==> config.mk <==
export PLATFORM = sky130hd
export DESIGN_NAME = axi_addr_gen_flat
export DESIGN_NICKNAME = d
export VERILOG_FILES = /design/src/rtl/axi_addr_gen_if.sv /design/src/rtl/axi_addr_gen.sv /design/src/flat_wrapper.sv
export SDC_FILE = /design/constraint.sdc
export NUM_CORES = 1
export LEC_CHECK = 0
export CORE_MARGIN = 1
export CORE_UTILIZATION = 40
export DETAILED_ROUTE_END_ITERATION = 8
export PLACE_DENSITY_LB_ADDON = 0.08
export SLEW_MARGIN = 20
export SYNTH_ARGS = -nofsm -noshare
export SYNTH_HDL_FRONTEND = slang
export SYNTH_SLANG_ARGS = --single-unit
==> constraint.sdc <==
create_clock -name clk -period 3.71 [get_ports clk]
set_clock_uncertainty 0.1 [all_clocks]
set_input_delay 0.742 -clock clk [delete_from_list [all_inputs] [get_ports clk]]
set_output_delay 0.742 -clock clk [all_outputs]
set_load 0.02 [all_outputs]
==> src/rtl/axi_addr_gen_if.sv <==
// rtl/axi_addr_gen_if.sv - AW command and per-beat address stream bundle for axi_addr_gen
interface axi_addr_gen_if #(
  parameter int ADDR_WIDTH = 32,
  parameter int DATA_WIDTH = 32
) ();
  localparam int LANE_W = $clog2(DATA_WIDTH / 8);

  logic [ADDR_WIDTH-1:0] i_awaddr;
  logic [7:0]            i_awlen;
  logic [2:0]            i_awsize;
  logic [1:0]            i_awburst;
  logic                  i_awvalid;
  logic                  i_awready;
  logic [ADDR_WIDTH-1:0] o_next_addr_data;
  logic [LANE_W-1:0]     o_next_addr_lane;
  logic [2:0]            o_next_addr_size;
  logic                  o_next_addr_last;
  logic                  o_next_addr_valid;
  logic                  o_next_addr_ready;
  logic                  o_err;

  modport master (
    output i_awaddr, i_awlen, i_awsize, i_awburst, i_awvalid, o_next_addr_ready,
    input  i_awready, o_next_addr_data, o_next_addr_lane, o_next_addr_size,
           o_next_addr_last, o_next_addr_valid, o_err
  );

  modport slave (
    input  i_awaddr, i_awlen, i_awsize, i_awburst, i_awvalid, o_next_addr_ready,
    output i_awready, o_next_addr_data, o_next_addr_lane, o_next_addr_size,
           o_next_addr_last, o_next_addr_valid, o_err
  );
endinterface

==> src/rtl/axi_addr_gen.sv <==
// rtl/axi_addr_gen.sv - AXI4 write-address beat generator (FIXED, INCR, narrow, back-to-back)
// WRAP bursts are built only when AXIADDRGEN_WRAP_EN is defined; otherwise WRAP is flagged and run as INCR.
module axi_addr_gen #(
  parameter int ADDR_WIDTH = 32,
  parameter int DATA_WIDTH = 32
) (
  input logic           clk,
  input logic           reset_n,
  axi_addr_gen_if.slave bus
);
  localparam int LANE_W   = $clog2(DATA_WIDTH / 8);
  localparam int MAX_SIZE = $clog2(DATA_WIDTH / 8);
  localparam logic [2:0] MAX_SIZE_L = 3'(MAX_SIZE);
  localparam logic [ADDR_WIDTH-1:0] ONE = {{(ADDR_WIDTH-1){1'b0}}, 1'b1};
  localparam logic [1:0] BURST_FIXED = 2'b00;
  localparam logic [1:0] BURST_INCR  = 2'b01;
  localparam logic [1:0] BURST_WRAP  = 2'b10;

  typedef enum logic {S_IDLE, S_BUSY} state_t;

  state_t                state_q, state_d;
  logic [ADDR_WIDTH-1:0] addr_q, addr_d;
  logic [7:0]            rem_q, rem_d;
  logic [2:0]            size_q, size_d;
  logic [1:0]            mode_q, mode_d;
  logic                  err_q, err_d;

  logic                  busy, last, beat_hs, aw_hs, awready;
  logic [2:0]            size_in;
  logic [1:0]            mode_in;
  logic                  illegal_in;
  logic [ADDR_WIDTH-1:0] incr_cur, aligned_next, step_next;

`ifdef AXIADDRGEN_WRAP_EN
  logic [ADDR_WIDTH-1:0] incr_in, span_in, lower_q, span_q;
  logic                  wrap_ok;
`endif

  assign busy    = (state_q == S_BUSY);
  assign last    = busy && (rem_q == 8'd0);
  assign beat_hs = busy && bus.o_next_addr_ready;
  // Idle acceptance is independent of the beat consumer; busy acceptance only on the final handshake.
  assign awready = reset_n && (!busy || (beat_hs && last));
  assign aw_hs   = bus.i_awvalid && awready;

  assign bus.i_awready         = awready;
  assign bus.o_next_addr_data  = addr_q;
  assign bus.o_next_addr_lane  = addr_q[LANE_W-1:0];
  assign bus.o_next_addr_size  = size_q;
  assign bus.o_next_addr_last  = last;
  assign bus.o_next_addr_valid = busy;
  assign bus.o_err             = err_q;

`ifdef AXIADDRGEN_WRAP_EN
  always_comb begin
    incr_in = ONE << size_in;
    span_in = incr_in;
    wrap_ok = 1'b1;
    case (bus.i_awlen)
      8'd1:    span_in = incr_in << 1;
      8'd3:    span_in = incr_in << 2;
      8'd7:    span_in = incr_in << 3;
      8'd15:   span_in = incr_in << 4;
      default: wrap_ok = 1'b0;
    endcase
    if ((bus.i_awaddr & (incr_in - ONE)) != '0) wrap_ok = 1'b0;
  end

  always_ff @(posedge clk or negedge reset_n) begin
    if (!reset_n) begin
      lower_q <= '0;
      span_q  <= '0;
    end else if (aw_hs) begin
      lower_q <= bus.i_awaddr & ~(span_in - ONE);
      span_q  <= span_in;
    end
  end
`endif

  // Command decode: every command is accepted, illegal ones are coerced and flagged.
  always_comb begin
    size_in    = (bus.i_awsize > MAX_SIZE_L) ? MAX_SIZE_L : bus.i_awsize;
    illegal_in = (bus.i_awsize > MAX_SIZE_L);
    mode_in    = BURST_INCR;
    case (bus.i_awburst)
      2'b00: mode_in = BURST_FIXED;
      2'b01: mode_in = BURST_INCR;
      2'b10: begin
`ifdef AXIADDRGEN_WRAP_EN
        if (wrap_ok) mode_in = BURST_WRAP;
        else illegal_in = 1'b1;
`else
        illegal_in = 1'b1;
`endif
      end
      default: illegal_in = 1'b1;
    endcase
  end

  always_comb begin
    incr_cur     = ONE << size_q;
    aligned_next = (addr_q & ~(incr_cur - ONE)) + incr_cur;
    step_next    = aligned_next;
    case (mode_q)
      BURST_FIXED: step_next = addr_q;
`ifdef AXIADDRGEN_WRAP_EN
      BURST_WRAP:  step_next = (aligned_next == lower_q + span_q) ? lower_q : aligned_next;
`endif
      default:     step_next = aligned_next;
    endcase
  end

  always_comb begin
    state_d = state_q;
    addr_d  = addr_q;
    rem_d   = rem_q;
    size_d  = size_q;
    mode_d  = mode_q;
    err_d   = 1'b0;
    if (aw_hs) begin
      state_d = S_BUSY;
      addr_d  = bus.i_awaddr;
      rem_d   = bus.i_awlen;
      size_d  = size_in;
      mode_d  = mode_in;
      err_d   = illegal_in;
    end else if (beat_hs) begin
      if (last) begin
        state_d = S_IDLE;
      end else begin
        addr_d = step_next;
        rem_d  = rem_q - 8'd1;
      end
    end
  end

  always_ff @(posedge clk or negedge reset_n) begin
    if (!reset_n) begin
      state_q <= S_IDLE;
      addr_q  <= '0;
      rem_q   <= '0;
      size_q  <= '0;
      mode_q  <= BURST_INCR;
      err_q   <= 1'b0;
    end else begin
      state_q <= state_d;
      addr_q  <= addr_d;
      rem_q   <= rem_d;
      size_q  <= size_d;
      mode_q  <= mode_d;
      err_q   <= err_d;
    end
  end
endmodule

==> src/flat_wrapper.sv <==
// flat-port wrapper written by rule: the top's interface ports become plain ports
module axi_addr_gen_flat 
#(
  parameter int ADDR_WIDTH = 32,
  parameter int DATA_WIDTH = 32
)
  (clk, reset_n, bus_i_awaddr, bus_i_awlen, bus_i_awsize, bus_i_awburst, bus_i_awvalid, bus_o_next_addr_ready, bus_i_awready, bus_o_next_addr_data, bus_o_next_addr_lane, bus_o_next_addr_size, bus_o_next_addr_last, bus_o_next_addr_valid, bus_o_err);
  axi_addr_gen_if #(.ADDR_WIDTH(ADDR_WIDTH), .DATA_WIDTH(DATA_WIDTH)) bus_i ();
  input logic clk;
  input logic reset_n;
  input wire logic [$bits(bus_i.i_awaddr)-1:0] bus_i_awaddr;
  input wire logic [$bits(bus_i.i_awlen)-1:0] bus_i_awlen;
  input wire logic [$bits(bus_i.i_awsize)-1:0] bus_i_awsize;
  input wire logic [$bits(bus_i.i_awburst)-1:0] bus_i_awburst;
  input wire logic [$bits(bus_i.i_awvalid)-1:0] bus_i_awvalid;
  input wire logic [$bits(bus_i.o_next_addr_ready)-1:0] bus_o_next_addr_ready;
  output wire logic [$bits(bus_i.i_awready)-1:0] bus_i_awready;
  output wire logic [$bits(bus_i.o_next_addr_data)-1:0] bus_o_next_addr_data;
  output wire logic [$bits(bus_i.o_next_addr_lane)-1:0] bus_o_next_addr_lane;
  output wire logic [$bits(bus_i.o_next_addr_size)-1:0] bus_o_next_addr_size;
  output wire logic [$bits(bus_i.o_next_addr_last)-1:0] bus_o_next_addr_last;
  output wire logic [$bits(bus_i.o_next_addr_valid)-1:0] bus_o_next_addr_valid;
  output wire logic [$bits(bus_i.o_err)-1:0] bus_o_err;
  assign bus_i.i_awaddr = bus_i_awaddr;
  assign bus_i.i_awlen = bus_i_awlen;
  assign bus_i.i_awsize = bus_i_awsize;
  assign bus_i.i_awburst = bus_i_awburst;
  assign bus_i.i_awvalid = bus_i_awvalid;
  assign bus_i.o_next_addr_ready = bus_o_next_addr_ready;
  assign bus_i_awready = bus_i.i_awready;
  assign bus_o_next_addr_data = bus_i.o_next_addr_data;
  assign bus_o_next_addr_lane = bus_i.o_next_addr_lane;
  assign bus_o_next_addr_size = bus_i.o_next_addr_size;
  assign bus_o_next_addr_last = bus_i.o_next_addr_last;
  assign bus_o_next_addr_valid = bus_i.o_next_addr_valid;
  assign bus_o_err = bus_i.o_err;
  axi_addr_gen #(.ADDR_WIDTH(ADDR_WIDTH), .DATA_WIDTH(DATA_WIDTH)) u_core (.clk(clk), .reset_n(reset_n), .bus(bus_i));
endmodule
==> impl_results.md <==
* Max IR drop VDD at a little under 300 µV
* Final Cycle Share at 93.7%
* Synth cell types at 68
* First-pass GRT wire length at 16.2 mm
* IO Port Bufs at 89
* IO Pins at 90
* Syn-to-layout area delta at 31.7%
* Global placement routability congestion at 0.843
* H-tree depth at 2
* Syn nets at roughly 480
* Top cell type's share of synthesized area at 32.9%
* Yosys top cell by area: dfrtp_1
* Sequential share of power at 30.9%
* Synth warnings at 0
* Nets at 563
* Worst-Skew Late Latency at between 0.3 and 0.4 ns
* Most used DFF post-synth: dfrtp_1
* Static Leak at 1.73 nW
* Post-Syn Area at about 3400 µm²
* Slew HR at 43.7%
* Rows at 33
* Clock Power Share at 11.5%
* Post-CTS setup buffers at 0
* DP HPWL at 7.10 mm
* Outcome: finished clean
* Pin count of the biggest net entering global routing at 37
* CP required at 2.87 ns
* Clock tree buffer depth at 2
* Syn Inst Count at 426
* Die span in x at about 94 µm
* CP cell instances: or4_4, or3_4, o21ai_2, and2_1, clkdlybuf4s50_1
* Antenna Nets Post-Route at 0
* Synth area leaders: dfrtp_1, nand2_1, o21ai_1
* Iteration-0 DRC Markers at between 200 and 250
* Final global-route overflow total at 0
* RSZ-0062 raised after global routing: false
* Max-cap violation count at 0
* Post-synthesis register bit count at 46
* Final Util at a little over half
* Max frequency at 288 MHz
* Final Critical Period at 3.48 ns
* Cts bufs inserted at 5
* Die H at 94.5 µm
* Sink Count at 46
* Critical Path End Type: output port
* Vias in the first global route at 3341
* Filler instances at 808
* Critical Path Slowest Stage Cell: clkdlybuf4s50_1
* Internal at 1.84 mW
* Critical Path AT at 2.64 ns
* P_sw at 1.58 mW
* Count leader, synth: nand2_1
* Number of remaining DRC errors at 0
* Crit Path Category: flip-flop to output port
* Setup TNS at 0 ns
* CTS root buffer: clkbuf_8
* Seq/Total Area, Yosys at 33.7%
* Final count of hold timing violations at 0
* Tot GR Track Use at 23.3%
* WL per Instance at ~16 µm
* Asr flop ratio synth at 100%
* DIE AREA at 8930 µm²
* Initial antenna violation count at 0
* Initial core utilization at 41.4%
* DR vias/cell at 5.59
* Logic gate share of total power at 57.6%
* Reg clk slew, reported paths at 0.10 ns
* Startpoint types: flip-flop
* DRT Pass-1 Iters at 5
* Worst-margin pin slew at around 0.84 ns
* Endpoints failing setup at 0
* Core area at 8260 µm²
* Critical-path maximum fanout at 4
* Hold Crit Class: input port to async pin
* Routed Wire Length at slightly below 10 mm
* Sw Share at 46.2%
* Layout cells sized above 1 at 8.45%
* Power per cell area at 758 nW/µm²
* Post-synth top cells: nand2_1, dfrtp_1, nor2_1
* CTS tree: built
* Slew Viols, Final at 0
* Syn Area/Cell at 8.03 µm²
* Via Count at 3430
* Number of diodes at 0
* Largest stage delay, worst path at 0.59 ns
* Number of flops mapped to enable cells by yosys at 0
-- stage by stage --
step	total power, mW	area [µm²]	worst slack [ns]	hold slack (ns)	instances
CTS	3.43	4500	0.215	0.280	614
global placement	2.99	4390	0.356	0.408	606
finish	3.42	4510	0.232	0.276	614
detailed placement	3.03	4390	0.298	0.423	606
global route	3.70	4510	0.0490	0.299	614
floorplan	2.28	3420	0.153	0.346	426
-- state kept, by name, indices dropped and copies added (netlist names) --
signal / flops
u_core.mode_q: 1
u_core.rem_q: 8
u_core.bus.o_next_addr_data: 32
u_core.bus.o_err: 1
u_core.bus.o_next_addr_size: 3
u_core.bus.o_next_addr_valid: 1
-- worst paths after layout --
check	depth (start not counted)	from	slack (ns)	endpoint
worst max-delay path	5	u_core.rem_q[4]	0.23	bus_i_awready
worst min-delay path	1	reset_n	0.28	u_core.bus.o_next_addr_data[20]
worst max register to register	11	u_core.bus.o_next_addr_size[0]	0.27	u_core.bus.o_next_addr_data[31]
worst min register to register	2	u_core.mode_q[0]	0.44	u_core.mode_q[0]
max in group asynchronous	2	reset_n	2.63	u_core.bus.o_next_addr_data[4]
min in group clk	2	u_core.mode_q[0]	0.44	u_core.mode_q[0]
-- per-layer routing --
| layer | global-route usage (%) | wire length, µm |
|---|---|---|
| met5 | 0 | 0 |
| met2 | 37.9 | 4610 |
| met3 | 3.30 | 480 |
| met4 | 7.70 | 116 |
| met1 | 31.7 | 4500 |
-- critical path, delay by kind of cell, from the launching register on --
family,cells,cell delay [ns]
buffers and inverters,1,0.59
AO/OA/AOI/OAI,1,0.19
flip-flops,1,0.42
AND/OR/NAND/NOR,3,1.13
-- cells in the final DEF, fill, tap and decap left out, drive strengths merged, types with 3 or more instances in the layout --
cell type       n
o21ai          47
nand2b          6
a211oi          6
nand3          12
o31ai           3
o211ai          4
mux2            3
a31oi          10
xnor2          17
clkbuf          6
dfrtp          45
nor3b           3
and2            5
ha              6
nor3           14
inv            15
or2             3
or4             5
a221o           3
or3             4
mux2i           7
nor4           10
clkdlybuf4s50  88
buf            16
nor2           40
nand2          57
a21oi          23
a31o            3
nand4          10
and3            6
-- power by group through the flow --
stage | clock network [mW] | registers (mW) | logic (mW)
after detailed placement | 0 | 1.06 | 1.97
after global placement | 0 | 1.05 | 1.94
after CTS | 0.399 | 1.05 | 1.98
after floorplan | 0 | 1.16 | 1.12
final | 0.391 | 1.06 | 1.97
after global routing | 0.417 | 1.10 | 2.18
-- cell type report --
type                       instances  area [µm²]  share of cell area [%]
clock inverter                     2        37.5                   0.833
timing repair buffer             104         998                    22.2
multi-input combinational        336        2060                    45.7
clock buffer                       6        72.6                    1.61
sequential                        46        1150                    25.6
inverter                          15        56.3                    1.25
tap                              105         131                    2.92
-- logic make-up after synthesis --
family | Yosys count | synth area share (%)
and+or+nand+nor | 186 | 28.3
adders and majority gates | 6 | 2.19
DFF | 46 | 33.7
muxes | 10 | 3.14
xor gates and xnor gates | 18 | 4.61
AOI/OAI and AO/OA | 116 | 21.8
buffers and inverters | 44 | 6.33
-- repair_timing --
action,4_1_cts,5_1_grt
hold buffers,0,0
endpoints found under the setup margin,0,2
endpoints found under the hold margin,0,0
resized for setup,0,1
Note: power is estimated with default switching activity, not from simulation.
